File: src/rtl/operand_loader.sv
// operand_loader: ping-pong vector assembler feeding the dot-product stage.
// Optional LOADER_ZERO_PAD_EN adds in_last for short, zero-padded vectors.
`ifndef DATA_WIDTH
`define DATA_WIDTH 16
`endif

module operand_loader #(
  parameter int N          = 4,
  parameter int DATA_WIDTH = `DATA_WIDTH
) (
  input  logic                         clk,
  input  logic                         rst,
  input  logic                         in_valid,
  output logic                         in_ready,
  input  logic signed [DATA_WIDTH-1:0] in_x,
  input  logic signed [DATA_WIDTH-1:0] in_w,
`ifdef LOADER_ZERO_PAD_EN
  input  logic                         in_last,
`endif
  output logic                         vec_valid,
  input  logic                         vec_ready,
  output logic signed [DATA_WIDTH-1:0] x_out [N],
  output logic signed [DATA_WIDTH-1:0] w_out [N]
);

  localparam int IW = (N > 1) ? $clog2(N) : 1;

  logic signed [DATA_WIDTH-1:0] xb [2][N];
  logic signed [DATA_WIDTH-1:0] wb [2][N];
  logic [1:0]    full;
  logic          wr_bank;
  logic          rd_bank;
  logic [IW-1:0] idx;
  logic          acc;
  logic          rel;
  logic          done;

  assign in_ready  = !full[wr_bank];
  assign vec_valid = full[rd_bank];
  assign acc       = in_valid && in_ready;
  assign rel       = vec_valid && vec_ready;

`ifdef LOADER_ZERO_PAD_EN
  assign done = (idx == IW'(N-1)) || in_last;
`else
  assign done = (idx == IW'(N-1));
`endif

  always_comb begin
    for (int i = 0; i < N; i++) begin
      x_out[i] = xb[rd_bank][i];
      w_out[i] = wb[rd_bank][i];
    end
  end

  always_ff @(posedge clk) begin
    if (rst) begin
      full    <= '0;
      wr_bank <= 1'b0;
      rd_bank <= 1'b0;
      idx     <= '0;
      for (int b = 0; b < 2; b++) begin
        for (int i = 0; i < N; i++) begin
          xb[b][i] <= '0;
          wb[b][i] <= '0;
        end
      end
    end else begin
      if (acc) begin
        for (int i = 0; i < N; i++) begin
          if (IW'(i) == idx) begin
            xb[wr_bank][i] <= in_x;
            wb[wr_bank][i] <= in_w;
          end
`ifdef LOADER_ZERO_PAD_EN
          // short vector: clear stale lanes above the last beat
          else if (in_last && IW'(i) > idx) begin
            xb[wr_bank][i] <= '0;
            wb[wr_bank][i] <= '0;
          end
`endif
        end
        unique case (1'b1)
          done: begin
            idx           <= '0;
            full[wr_bank] <= 1'b1;
            wr_bank       <= ~wr_bank;
          end
          default: idx <= idx + IW'(1);
        endcase
      end
      // acc needs full[wr_bank]=0, rel needs full[rd_bank]=1: never same bit
      if (rel) begin
        full[rd_bank] <= 1'b0;
        rd_bank       <= ~rd_bank;
      end
    end
  end

endmodule

File: config.mk
export PLATFORM = sky130hd
export DESIGN_NAME = operand_loader
export DESIGN_NICKNAME = d
export VERILOG_FILES = /design/src/rtl/operand_loader.sv
export SDC_FILE = /design/constraint.sdc
export NUM_CORES = 1
export LEC_CHECK = 0
export ABC_AREA = 0
export BUFFER_PORTS_ARGS = -buffer_cell sky130_fd_sc_hd__clkbuf_2
export CORE_MARGIN = 2
export CORE_UTILIZATION = 45
export DETAILED_ROUTE_END_ITERATION = 12
export PLACE_DENSITY_LB_ADDON = 0.2
export REMOVE_ABC_BUFFERS = 1
export SYNTH_ARGS = -nofsm -noshare
export SYNTH_HDL_FRONTEND = slang
export SYNTH_SLANG_ARGS = --single-unit
File: constraint.sdc
create_clock -name clk -period 5.87 [get_ports clk]
set_clock_uncertainty 0.2 [all_clocks]
set_input_delay 1.174 -clock clk [delete_from_list [all_inputs] [get_ports clk]]
set_output_delay 1.174 -clock clk [all_outputs]
set_load 0.05 [all_outputs]
; ---- After elaboration in Yosys (flattened, before gate mapping)
; Memory sizes are Yosys's and may differ from the RTL's. A register that Yosys moved wholly into a read port is not among the register bits.
; Index checks and enable logic that the tools add are counted.
[classes]
addsub = 1
n_lt_le_gt_ge = 4
eq_ne = 4
mux = 41
n_bitwise = 5
reduce_logical = 9
[op_table]
columns = operator, n
row1 = 2-to-1 mux 64 bit, 2
row2 = OR reduction 64 bit, 2
row3 = 2-to-1 mux 1 bit, 30
row4 = 2-to-1 mux 2 bit, 5
row5 = 2-to-1 mux 4 bit, 2
row6 = "== test 2 bit, first input constant", 2
row7 = logical AND 1 bit, 4
row8 = "< comparator 1 x 2 -> 1 bit, second input constant", 2
row9 = "adder 2 x 1 -> 2 bit, second input constant", 1
row10 = bitwise AND 2 bit, 1
row11 = demux 1 bit (select 1 bit), 2
row12 = "== test 1 x 2 -> 1 bit, first input constant", 1
row13 = "== test 2 bit, second input constant", 1
row14 = ">= comparator 1 bit, second input constant", 2
row15 = zero test 2 bit, 1
row16 = NOT 1 bit, 2
row17 = NOT 2 bit, 1
row18 = OR 2 bit, 1
row19 = AND reduction 2 bit, 1
row20 = zero test 1 bit, 1
[totals]
ff_bits = 6
ramBits = 256
inputBits = 36
output_inout_bits = 130
word_cells = 70
memories = 2
[memory_table]
columns = memory, words, width, read_ports, rd_clocked_by_memory_dff, wr, line
row1 = wb, 2, 64, 1, 1, 2, 29  ; logic signed [DATA_WIDTH-1:0] wb [2][N];
row2 = xb, 2, 64, 1, 1, 2, 28  ; logic signed [DATA_WIDTH-1:0] xb [2][N];

; ---- Logic depth before layout (Yosys ltp)
[logic_depth]
depth_word = 10
ltp_mapped = 6
ltp_nobuf = 5

; ---- Worst setup path after synthesis
; OpenSTA, ideal clock, no wires.
[synth_path]
path_kind = input-to-reg
startpoint = in in_valid
endpoint = mem wb[1][0] in the netlist's numbering (enable)
t_arrival_ps = 3876
required_time_ps = 5202
setup_slack_ps = 1326
cell_stages = 3
path_buffers = 1
cell_sequence = clkbuf_1 nand3_1 o21ai_0
[synth_rtl]
columns = element, line
row1 = start: declaration, 13  ; input logic in_valid,
row2 = end: declaration, 29

==> impl_metrics.yaml <==
outcome:
  status: "finished, final reports clean"
timing:
  rsz0062_at_grt: "no"
  fin_crit_sh_pct: 70.04
  fmax_mhz: 243.2
  fin_ws_ps: 1758
  hold_viol_final: 0
  worst_slew_pin_slew_ps: 1007
  hold_slack_ps: 331.5
  tns_ps: 0
  slew_headroom_pct: 32.89
  drv_slew: 0
  layout_min_cycle_time_ps: 4112
  finalSetupViolCount: 0
floorplan:
  ios: 166
  design.core.area_mm2: 0.02418
  die_h_um: 160.6
  die_x_um: 160.6
  start_util_pct: 45.64
  die_area_mm2: 0.02579
  row_count: 57
synthesis:
  ys_ff_latch: 263
  syn_inst: 672
  synth.avg_cell_area_um2: 16.42
  ys_seq_area_share_pct: 70.94
  yosysWarnings: 0
  synth.distinct_cells: 30
  syn_area_mm2: 0.01103
worst_setup_path:
  rr_worst_depth: 5
  path_class: "reg -> out"
  r2r_slack_ps: 2660
  cp.required_ps: 4500
  cp-end-kind: "output pin"
  crit_chain: "buf_4 > mux2_2 > clkbuf_2"
  cp-start-kind: "register"
  crit_path_top_delay_cell: "dfxtp_4"
  cp.arrival_ps: 2740
  crit_fanout: 71
  max_stage_delay_ps: 980
routing:
  vias: 6174
  wl_um: 25050
  drcViolationCount: 0
  firstDrtPassIters: 5
  routed_via_density: 5.246
  ant_nets: 0
  wire_per_inst_um: 21.28
  drt-initial-drc-count: 521
global_routing:
  grt_max_degree: 72
  antenna_found_initial: 0
  track_usage_pct: 19.30
  grt_overflow: 0
  grt_first_pass_wirelength_um: 37710
  grt_pass1_vias: 6395
clocking:
  clk_latency_ps: 520
  ctsLongestPathBuffers: 3
  cts_buffers: 28
  cts_tree: "yes"
  h-tree-depth: 1
  cts_hold_buffers: 0
  cts_setup_buffers: 0
  clockRootBuffer: "clkbuf_16"
  cts.sinks: 263
  cts_resized: 0
  path_clk_slew_ps: 50
pwr:
  finalPower_w: 0.004414
  p_per_area_mw_per_mm2: 338.0
  p_leak_nw: 5.329
  ir_drop_mv: 0.2370
placement:
  place_congestion: 0.7878
  io_buffers: 165
  dp_hpwl_um: 14920
  dpl_worst_slack_ps: 1693
worst_hold_path:
  hold_path_class: "reg -> reg"
  holdPathStages: 2
finish:
  multi_input_area_mm2: 0.003017
  num-nets-final: 873
  layout.area.seq_mm2: 0.007831
  syn_to_final_growth_pct: 18.35
  nFillCells: 1955
  drive_gt1_share_pct: 42.07
flow_run:
  drv_cap: 0
[area by class of cell]
type	count	area share, %
clock inverter	8	0.8623
multi-input combinational	363	23.10
timing repair buffer	173	6.784
inverter	4	0.1150
tap	324	3.104
sequential	263	59.97
antenna	2	0.03833
clock buffer	40	6.027
[critical path: cells and delay by family, from the launching register on]
family                 cells  cell delay (ps)
DFF                        1              980
muxes                      1              430
buffers and inverters      2              760
[final timing paths]
path / start / endpoint
max: register / x_out[47]
min: rd_bank / full[0]
max reg2reg: wr_bank / wb[0][7]
min reg2reg: rd_bank / full[0]
[cells in the final DEF (no fill, tap or decap), drive strengths merged]
cell type    n
a31oi        3
o21ai        1
ha           4
dfxtp        7
clkbuf     205
buf          8
edfxtp     256
nor4b        1
a211o        1
mux2i        1
a211oi       1
a41o         2
and2       128
bufinv       3
or2          3
inv          4
nor3         7
diode        2
nand3        2
and4         2
mux2       129
nand3b       2
or4          1
clkinv       5
a21oi        3
nor2         1
nand2        6
and3        65
[sequential cells by signal, summed over array words and instances (netlist names), named ones only]
name	cells
full	2
idx	2
rd_bank	1
wb	128
wr_bank	1
xb	128
[logic make-up (layout without fill, tap and decap cells)]
logic type,count (synthesis),after routing,synth area share (%)
AOI/OAI and AO/OA,11,11,0.6803
adders and majority gates,4,4,0.4536
buffers and inverters,46,225,2.120
DFF,263,263,70.94
muxes,130,130,13.37
other,0,2,0
and+or+nand+nor,218,218,12.44
[through the flow]
| stage | instance area, um2 | utilization [%] | std cells |
|---|---|---|---|
| detailed placement | 12150 | 50.27 | 1127 |
| global route | 13050 | 53.99 | 1175 |
| floorplan | 10820 | - | 630 |
| finish | 13060 | 54.01 | 1177 |
| global placement | 12150 | 50.27 | 1127 |
| CTS | 13050 | 53.99 | 1175 |
[layer usage]
| layer | vias up | part of all wire, % | wire [um] | global-route usage, % |
|---|---|---|---|---|
| met3 | 38 | 6.2 | 1551 | 3.874 |
| met5 | - | 0 | 0 | 0 |
| li1 | 2822 | - | - | - |
| met4 | 0 | 1.9 | 473 | 4.259 |
| met2 | 211 | 49 | 12220 | 32.64 |
| met1 | 3103 | 43 | 10800 | 26.04 |
[synthesized netlist by cell type (all sizes together)]
| cell | n | share of area (%) |
|---|---|---|
| a31oi | 3 | 0.17 |
| nand3b | 2 | 0.14 |
| mux2 | 129 | 13 |
| clkbuf | 22 | 0.78 |
| and4 | 2 | 0.18 |
| buf | 20 | 1.2 |
| nor2 | 1 | 0.034 |
| ha | 4 | 0.45 |
| nand2 | 6 | 0.20 |
| inv | 4 | 0.14 |
| a21oi | 3 | 0.14 |
| or2 | 3 | 0.17 |
| dfxtp | 7 | 1.3 |
| nor3 | 7 | 0.32 |
| and3 | 65 | 3.7 |
| a211oi | 1 | 0.068 |
| a41o | 2 | 0.18 |
| edfxtp | 256 | 70 |
| nor4b | 1 | 0.22 |
| nand3 | 2 | 0.091 |
| a211o | 1 | 0.079 |
| or4 | 1 | 0.10 |
| and2 | 128 | 7.3 |
| mux2i | 1 | 0.20 |
| o21ai | 1 | 0.045 |
[power by group]
group | total, W | internal (W) | switching (W)
Combinational | 0.000487 | 0.000114 | 0.000373
Sequential | 0.00221 | 0.00218 | 0.0000299
Clock | 0.00171 | 0.00105 | 0.000661
Total | 0.00441 | 0.00335 | 0.00106
Note: power is estimated with default switching activity, not from simulation.
